## config.mk

```make
export PLATFORM = sky130hd
export DESIGN_NAME = serial_subtractor
export DESIGN_NICKNAME = d
export VERILOG_FILES = /design/src/rtl/serial_subtractor.sv
export SDC_FILE = /design/constraint.sdc
export NUM_CORES = 1
export LEC_CHECK = 0
export CAP_MARGIN = 10
export CORE_MARGIN = 4
export CORE_UTILIZATION = 40
export DETAILED_ROUTE_END_ITERATION = 12
export GPL_TIMING_DRIVEN = 0
export PLACE_DENSITY = 0.69
export REMOVE_ABC_BUFFERS = 1
export SLEW_MARGIN = 20
export SYNTH_ARGS = -nofsm -noshare
export SYNTH_HDL_FRONTEND = slang
export SYNTH_SLANG_ARGS = --single-unit
```

## constraint.sdc

```tcl
create_clock -name clk -period 3.2 [get_ports clk]
set_input_delay 0.48 -clock clk [delete_from_list [all_inputs] [get_ports clk]]
set_output_delay 0.48 -clock clk [all_outputs]
set_load 0.05 [all_outputs]
```

## src/rtl/serial_subtractor.sv

```systemverilog
// Bit-serial subtractor: {bout,diff} = a - b - bin, one bit per clock, LSB first.
// Define SERIAL_SUB_OVERFLOW_EN to add the signed-overflow output ovf.
module serial_subtractor #(
  parameter int WIDTH = 4
) (
  input  logic             clk,
  input  logic             rst,
  input  logic             start,
  input  logic [WIDTH-1:0] a,
  input  logic [WIDTH-1:0] b,
  input  logic             bin,
  output logic             busy,
  output logic             done,
  output logic [WIDTH-1:0] diff,
  output logic             bout
`ifdef SERIAL_SUB_OVERFLOW_EN
  ,
  output logic             ovf
`endif
);

  localparam int CW = $clog2(WIDTH) + 1;

  typedef enum logic [1:0] {
    IDLE  = 2'd0,
    SHIFT = 2'd1,
    DONE  = 2'd2
  } state_t;

  state_t state, state_n;

  logic [WIDTH-1:0] a_sr;
  logic [WIDTH-1:0] b_sr;
  logic             borrow;
  logic [CW-1:0]    count;
  logic             d;
  logic             nb;
  logic             last;

  assign d    = a_sr[0] ^ b_sr[0] ^ borrow;
  assign nb   = (~a_sr[0] & b_sr[0]) |
                (~(a_sr[0] ^ b_sr[0]) & borrow);
  assign last = (count == CW'(WIDTH - 1));

  always_ff @(posedge clk or posedge rst) begin
    if (rst) state <= IDLE;
    else     state <= state_n;
  end

  always_comb begin
    state_n = state;
    busy    = 1'b0;
    done    = 1'b0;
    unique case (state)
      IDLE: begin
        if (start) state_n = SHIFT;
      end
      SHIFT: begin
        busy = 1'b1;
        if (last) state_n = DONE;
      end
      DONE: begin
        busy    = 1'b1;
        done    = 1'b1;
        state_n = IDLE;
      end
      default: state_n = IDLE;
    endcase
  end

`ifdef SERIAL_SUB_OVERFLOW_EN
  // Operand sign bits, kept because the shift registers lose them.
  logic [1:0] msb;

  always_ff @(posedge clk or posedge rst) begin
    if (rst) begin
      msb <= '0;
      ovf <= 1'b0;
    end else if (state == IDLE && start) begin
      msb <= {a[WIDTH-1], b[WIDTH-1]};
    end else if (state == SHIFT && last) begin
      ovf <= (msb[1] != msb[0]) && (d != msb[1]);
    end
  end
`endif

  always_ff @(posedge clk or posedge rst) begin
    if (rst) begin
      a_sr   <= '0;
      b_sr   <= '0;
      borrow <= 1'b0;
      count  <= '0;
      diff   <= '0;
      bout   <= 1'b0;
    end else begin
      unique case (state)
        IDLE: begin
          if (start) begin
            a_sr   <= a;
            b_sr   <= b;
            borrow <= bin;
            count  <= '0;
          end
        end
        SHIFT: begin
          a_sr   <= a_sr >> 1;
          b_sr   <= b_sr >> 1;
          diff   <= {d, diff[WIDTH-1:1]};
          borrow <= nb;
          count  <= count + CW'(1);
          if (last) bout <= nb;
        end
        default: ;
      endcase
    end
  end

endmodule

```

; ---- After elaboration in Yosys (flattened, before gate mapping)
; Index checks and enable logic that the tools add are counted.
[word_totals]
ff_bits = 19
latch_bits = 0
mem_bits_rw = 0
rom_bits = 0
in_bits = 12
out_inout_bits = 7
elab_cells = 39
mem_count = 0
[op_classes]
n_addsub = 1
multipliers = 0
div = 0
n_lt_le_gt_ge = 0
eq_ne = 5
n_shift = 0
n_mux = 13
bitwise = 7
n_reduce_logical = 6
[ops]
columns = op, count
row1 = $pmux 4 s2, 2
row2 = $mux 4, 2
row3 = $pmux 3 s2, 1
row4 = $reduce_and 2->1, 3
row5 = $mux 2, 2
row6 = $ne 2x2->1 const B, 2
row7 = $pmux 2 s2, 1
row8 = $add 3x1->3 const B, 1
row9 = $eq 3x2->1 const B, 1
row10 = $mux 1, 3
row11 = $mux 3, 1
row12 = $and 1x1->1, 2
row13 = $eq 2x1->1 const B, 1
row14 = $eq 2x2->1 const B, 1
row15 = $logic_not 2->1, 1
row16 = $not 1->1, 2
row17 = $pmux 1 s2, 1
row18 = $reduce_bool 2->1, 1
row19 = $reduce_or 2->1, 1
row20 = $xor 1x1->1, 2
row21 = $or 1x1->1, 1

; ---- Longest topological paths before layout
[depth]
word_depth = 5
ltp_mapped = 7

; ---- Worst setup path after synthesis
; No wires, ideal clock.
[synth_timing]
path_kind = register -> output
start = register state[0]
end = output busy
arrival_time_ns = 0.945
setup_slack_ns = 1.775
path_stages_with_launch = 3
n_path_buf = 0
path_cell_list = dfrtp_1 inv_1 ha_1
[synth_via]
elab_chain_len = 3
elab_cells_between_ends = 4
classes_between = eq/ne (2) / mux (1) / reduce/logical (1)
[synth_lines]
columns = item, line
row1 = from (decl), 30  ; state_t state, state_n;
row2 = from (signal assigned), 47  ; else state <= state_n;
row3 = $eq 2x1->1 or $eq 2x2->1 (tied branches), 54  ; unique case (state)
row4 = $reduce_or 2->1 (no source line) (*), n/a
row5 = $mux 1 (*), 54
row6 = to (decl), 12  ; output logic busy,
; Mark *: on every way between the ends. The rest lies on a longest branch, timed or not.

; ---- Final worst setup path
; Ends and elaborated chain as after synthesis.

==> impl_metrics.yaml <==
status:
  status: "finished, final reports clean"
global_routing:
  grt_pass1_wl_mm: 3.180
  first_global_vias: 707
  track_usage_pct: 12.16
  grt_max_degree: 20
  antenna_found_initial: 0
  grt_overflow: 0
worst_hold_path:
  hold_path_class: "reg -> reg"
  min_to: "bout"
  min_path_cells: 2
  hp-start: "bout"
sta:
  clock.fmax_mhz: 435.2
  finalSetupViolCount: 0
  period_share_pct: 71.80
  rsz0062_at_grt: "false"
  finalSetupTns_ns: 0
  max_slew_margin_pct: 48.11
  slew_viol_final: 0
  worst_pin_slew_ns: 0.7784
  whs_ns: 0.4897
  hold_viol: 0
  finClkSkew_ns: 0.005084
  fin_crit_ns: 2.298
floorplan:
  die_area_um2: 3392
  fp.dieW_um: 58.24
  coreArea_um2: 2297
  die_y_um: 58.24
  fp-row-count: 17
  ios: 19
  initial_core_util_pct: 43.95
detailed_routing:
  drc: 0
  avgRoutedWirePerCell_um: 13.46
  vias: 732
  finalWirelength_mm: 1.817
  viasPerCell: 5.422
  ant_nets: 0
  first_iter_violations: 10
  first_pass_iters: 4
worst_setup_path:
  worstRegToRegCells: 5
  start_kind: "register"
  ff2ff_setup_slack_ns: 1.37
  worstPathArrival_ns: 1.82
  r2r-start: "state[0]"
  cp-startpoint: "state[0]"
  slowest_delay_ns: 0.79
  cp_max_fo: 3
  cp_slowest_cell: "clkdlybuf4s50_1"
  crit_path_cell_trace: "inv_1, ha_1, clkdlybuf4s50_1"
  crit_required_ns: 2.72
  worstSetupEndpointType: "primary output"
  r2r-end: "a_sr[1]"
  critPathKind: "reg -> out"
logic_synthesis:
  synth_top_family_by_area: "compound AO/OA/AOI/OAI gates"
  synth-simple-area-share_pct: 11.40
  ys_ff_latch: 19
  syn_inst: 89
  synth_top_flop_cell: "dfrtp_1"
  netlist_area_um2: 1010
  avgSynthCellArea_um2: 11.35
  synth_compound_area_share_pct: 20.94
  yosys.area_share.adder_pct: 8.178
  ys_warn_count: 0
  synth-async-reset-ratio_pct: 100.0
  synth-xor-area-share_pct: 0
  ys_seq_area_share_pct: 47.09
  synth_mux_area_share_pct: 5.452
  synthDistinctLibCells: 26
  synth_edf_count: 0
power_and_ir_drop:
  vdd_drop_max_mv: 0.6716
  leakage_nw: 0.5172
  p_per_area_nw_per_um2: 1122
flow_run:
  maxCapViolCount: 0
layout:
  diodes: 0
  final_cell_mix: "dfrtp_1, clkdlybuf4s50_1, inv_1, o221a_1"
  drive_above_1_share_pct: 15.89
  area_delta_synth_final_pct: 20.69
  fin_nets: 126
  fill_cells: 224
  design_area_um2: 1219
  fin_util_pct: 53.05
  layout_commonest_cell: "dfrtp_1"
clock_network:
  cts-root-buf: "clkbuf_4"
  postCtsSetupBuffers: 0
  cts_tree: "yes"
  clk_pin_slew_ns: 0.10
  cts.path.max_buffers: 2
  cts_buffers: 3
  clock_sinks: 19
  ctsHtreeMaxLevel: 1
  clock_latency_ns: 0.30
  post_cts_resized: 0
  cts_hold_buffers: 0
placed_design:
  io_buffers: 18
  place_area_um2: 1192
  hpwl_mm: 1.336
  gp_congestion: 0.7158
how the worst max path moves through the flow:
| stage | endpoint | slack [ns] | cells after the start |
|---|---|---|---|
| after global routing | busy | 0.80 | 3 |
| after CTS | busy | 0.88 | 3 |
| after detailed placement | a_sr[1] | 1.20 | 4 |
| after global placement | a_sr[0] | 1.21 | 4 |
| final | busy | 0.90 | 3 |
| after floorplan | a_sr[1] | 1.63 | 5 |
metrics by stage:
| step | total power, W | setup slack [ns] | instances |
|---|---|---|---|
| 2_1_floorplan | 0.001048 | 1.629 | 85 |
| 3_3_place_gp | 0.001234 | 1.205 | 131 |
| 3_5_place_dp | 0.001261 | 1.198 | 131 |
| 4_1_cts | 0.001381 | 0.8770 | 135 |
| 5_1_grt | 0.001478 | 0.7985 | 135 |
| 6_report | 0.001368 | 0.9024 | 135 |
critical path: cells and delay by family, from the launching register on:
kind | cells | cell delay [ns]
buf+inv | 2 | 0.86
flops | 1 | 0.39
fa+ha+maj | 1 | 0.27
power by group:
part / switching (W) / internal (W) / total [W]
sequential: 0.0000696 / 0.000355 / 0.000424
combinational: 0.000480 / 0.000344 / 0.000823
clock: 0.0000715 / 0.0000486 / 0.000120
Yosys cell counts (all sizes together), types with 2 or more instances:
cell type	instances	area (µm²)
a21oi	5	25.02
and3b	2	20.02
buf	4	32.53
dfrtp	19	475.5
ha	5	62.56
inv	10	37.53
mux2	4	45.04
nand2	6	27.52
nand2b	3	26.27
nand3	5	25.02
o21ai	6	30.02
o221a	7	78.82
o22a	4	35.03
o2bb2ai	2	17.52
or2	2	12.51
layout make-up:
type	instances	area (µm²)	share of cell area, %
flip-flops and latches	19	475.5	39.01
multi-input cells	56	464.2	38.09
repair buffers	18	180.2	14.78
inverters	10	37.54	3.080
well taps	28	35.03	2.875
clock buffers	4	26.28	2.156
per-layer routing:
layer | part of all wire [%] | vias up | GRT usage [%]
met5 | 0 | - | 0
met4 | 0 | 0 | 2.980
met3 | 7.3 | 0 | 4.677
met2 | 46 | 18 | 18.55
met1 | 47 | 354 | 16.27
li1 | - | 360 | -
kinds of logic (layout without fill, tap and decap cells):
kind of cell / count (synthesis) / count (layout)
AO/OA/AOI/OAI: 26 / 26
adder cells (fa/ha/maj): 6 / 6
buffers and inverters: 14 / 32
flip-flops: 19 / 19
multiplexers: 5 / 5
AND/OR/NAND/NOR: 19 / 19
state kept, by name (all words and copies together), names as in the netlist:
name	count
bout	1
borrow	1
state	2
b_sr	4
count	3
a_sr	4
diff	4
Power figures use the tool's default switching activity.
==> RTL edit 1 (same flow settings) <==
Re-encode `state_t` (3 states) as one-hot, 3 bits wide.
--- a/src/rtl/serial_subtractor.sv
+++ b/src/rtl/serial_subtractor.sv
@@ -21,10 +21,10 @@
 
   localparam int CW = $clog2(WIDTH) + 1;
 
-  typedef enum logic [1:0] {
-    IDLE  = 2'd0,
-    SHIFT = 2'd1,
-    DONE  = 2'd2
+  typedef enum logic [2:0] {
+    IDLE  = 3'b001,
+    SHIFT = 3'b010,
+    DONE  = 3'b100
   } state_t;
 
   state_t state, state_n;
Function: no difference found for any inputs over 10 cycles, from zero or initial values and one cycle with rst high; not proved beyond that.
==> RTL edit 1 against the unedited design <==
Critical path depth stayed put; clock skew is 0.0039 ns lower; sequential cell count is 1 higher; cell area is 1.3% lower; sequential share of layout area is 2.7 points higher; first-iteration DRC count is 90% higher; die area is 1.1% lower; synthesized cell count is 15% higher; core utilization is 0.71 points lower; area after synthesis is 1.2% lower; routed wire length is 1.8% lower; power is 22% lower; setup slack worse by 0.55 ns; critical path type unchanged; largest cell class unchanged; largest power group unchanged; highest routed layer is now met4.
==> RTL edit 1: results (changes against the unedited design) <==
metric,value,unit,change
pre_cts_ws,0.697,ns,was 1.20 ns
yosysSeqAreaShare,50.3,%,was 47.1%
final_nets,134,,was 126
dr.max_layer_used,met4,,was met3
grt_pass1_vias,698,,was 707
fillers,228,,was 224
place_congestion,0.744,,was 0.716
cp.arrival,2.37,ns,was 1.82 ns
clk_share,3.02,%,was 2.16%
pwr-share-seq,41.7,%,was 31.0%
powerComb,477,uW,was 823 uW
met1_usage,15.9,%,was 16.3%
wl_met1,819,um,was 851 um
num_vias,733,,was 732
post_dp_cell_area,0.00117,mm^2,was 0.00119 mm^2
status,"complete, no violations",,unchanged
routed-wl-met2,823,um,was 833 um
cp_max_fo,14,,was 3
final_cells,146,,was 135
syn_inst,102,,was 89
netlist_top_cells_count,"25 x nand2_1, 19 x dfrtp_1, 8 x inv_1, 8 x nor2_1, 6 x a31oi_1",,"was 19 x dfrtp_1, 9 x inv_1, 6 x o221a_1"
grt_max_degree,21,,was 20
synthAdderAreaFrac,4.52,%,was 8.18%
grt_pass1_wl,3.15,mm,was 3.18 mm
syn_area,997,um^2,was 0.00101 mm^2
power_leakage,0.000553,uW,was 0.000517 uW
RTL edit 1: cell count changes in the layout (fill, tap and decap cells not counted), sizes merged, moves of 5 or more:
cell / delta
o221a: -7
nand2: +19
nand3: -5
nor2: +7
o21ai: -6
a31oi: +6
RTL edit 1: final timing paths:
kind | start | end | slack [ns] | cells after the start
min reg2reg | diff[0] | diff[0] | 0.48 | 2
max in group asynchronous | rst | a_sr[1] | 2.13 | 2
max reg2reg | state[0] | borrow | 1.58 | 3
max | state[2] | busy | 0.35 | 3
min | diff[0] | diff[0] | 0.48 | 2
min in group asynchronous | rst | diff[1] | 0.60 | 2
RTL edit 1: cell families (layout without fill, tap and decap cells):
| group | Yosys count | after routing |
|---|---|---|
| AND/OR/NAND/NOR | 44 | 44 |
| buffers and inverters | 14 | 30 |
| AO/OA/AOI/OAI | 19 | 19 |
| flip-flops | 20 | 20 |
| adder cells (fa/ha/maj) | 3 | 3 |
| multiplexers | 2 | 2 |
==> RTL edit 2 (same flow settings) <==
Without the edit above. `WIDTH`: 4 -> 2.
--- a/src/rtl/serial_subtractor.sv
+++ b/src/rtl/serial_subtractor.sv
@@ -1,7 +1,7 @@
 // Bit-serial subtractor: {bout,diff} = a - b - bin, one bit per clock, LSB first.
 // Define SERIAL_SUB_OVERFLOW_EN to add the signed-overflow output ovf.
 module serial_subtractor #(
-  parameter int WIDTH = 4
+  parameter int WIDTH = 2
 ) (
   input  logic             clk,
   input  logic             rst,
Interface: changed (resized a, b and diff); port bits go from 19 to 13. The function was not compared with the original's and may differ.
==> RTL edit 2 against the unedited design <==
Clock power shrank 28%; cell area shrank 37%; die area shrank 33%; setup slack gained 0.053 ns; area after synthesis shrank 38%; sequential cell count shrank 7; largest cell class unchanged; critical path type unchanged; via count shrank 35%; power shrank 41%; count of clock-buffer cells in the layout shrank 1; routed wire length shrank 41%.
==> RTL edit 2: results (changes against the unedited design) <==
metric,value,unit,change
wl_met1,497,um,was 851 um
cp.arrival,1.76,ns,was 1.82 ns
port_buffers,12,,was 18
clock_latency,0.26,ns,was 0.30 ns
power_leakage,0.000360,uW,was 0.000517 uW
place_congestion,0.775,,was 0.716
slowest_stage,clkdlybuf4s50_1,,unchanged
r2r-end,a_sr[0],,was a_sr[1]
antenna_found_initial,0,,unchanged
status,"complete, no violations",,unchanged
die_w,47.7,um,was 58.2 um
grtUsageTotal,11.2,%,was 12.2%
setup_slack,0.955,ns,was 0.902 ns
worst_hold_slack,0.498,ns,was 0.490 ns
grt_pass1_wl,1.71,mm,was 3.18 mm
routed_wl,1.08,mm,was 1.82 mm
post_dp_cell_area,751,um^2,was 0.00119 mm^2
netlist_top_cells_count,"12 x dfrtp_1, 7 x inv_1, 7 x o21ai_0, 5 x nand2_1, 4 x ha_1",,"was 19 x dfrtp_1, 9 x inv_1, 6 x o221a_1"
clock_power,86.7,uW,was 120 uW
met1_usage,13.3,%,was 16.3%
dp_hpwl,835,um,was 1.34 mm
syn_inst,62,,was 89
dr_wl_met3,96,um,was 132 um
final_nets,90,,was 126
fillers,133,,was 224
peakVddDrop,0.380,mV,was 0.672 mV
dr.max_layer_used,met3,,unchanged
yosysWarnings,0,,unchanged
via_per_inst,5.22,,was 5.42
pre_cts_ws,1.23,ns,was 1.20 ns
grt_max_degree,13,,was 20
ant_nets,0,,unchanged
drt_iter0_markers,10,,unchanged
final_cells,91,,was 135
routed-wl-met2,482,um,was 833 um
grt_pass1_vias,412,,was 707
yosysSeqAreaShare,47.7,%,was 47.1%
fin_skew,0.000399,ns,was 0.00508 ns
synth.distinct_cells,19,,was 26
pwr-share-seq,31.5,%,was 31.0%
critical_path.startpoint,state[1],,was state[0]
endpoint,busy,,unchanged
p_int,443,uW,was 747 uW
dr.pass1.iters,4,,unchanged
grt.met2_usage,17.9,%,was 18.5%
synth_top_cells_by_area,"dfrtp_1 48%, ha_1 8.0%, o21ai_0 5.6%",,"was dfrtp_1 47%, o221a_1 6.7%, ha_1 6.2%"
hp-class,flip-flop to flip-flop,,unchanged
clk_pin_slew_worst_paths,0.06,ns,was 0.10 ns
reg2reg_setup_slack,1.68,ns,was 1.37 ns
dp_cells,88,,was 131
drive_gt1_share,9.33,%,was 15.9%
use_met3,5.64,%,was 4.68%
tightest_slew,0.493,ns,was 0.778 ns
-- RTL edit 2: through the flow --
stage / util (%) / total power, uW
6_report: 51.9 / 801
5_1_grt: 51.9 / 870
4_1_cts: 51.9 / 814
3_5_place_dp: 50.4 / 722
3_3_place_gp: 50.4 / 707
2_1_floorplan: - / 598
-- RTL edit 2: area by class of cell --
type / count / share of cell area (%)
Clock buffer: 3 / 2.91
Multi-Input combinational cell: 41 / 36.7
Sequential cell: 12 / 38.8
Timing Repair Buffer: 12 / 15.5
Tap cell: 16 / 2.59
Inverter: 7 / 3.40
-- RTL edit 2: cells by family (layout without fill, tap and decap cells) --
family,count (synthesis),after routing,synth area share (%)
AND/OR/NAND/NOR,19,19,16.5
adder cells (fa/ha/maj),5,5,11.1
AO/OA/AOI/OAI,15,15,13.9
multiplexers,2,2,3.58
buffers and inverters,9,22,7.16
flip-flops,12,12,47.7
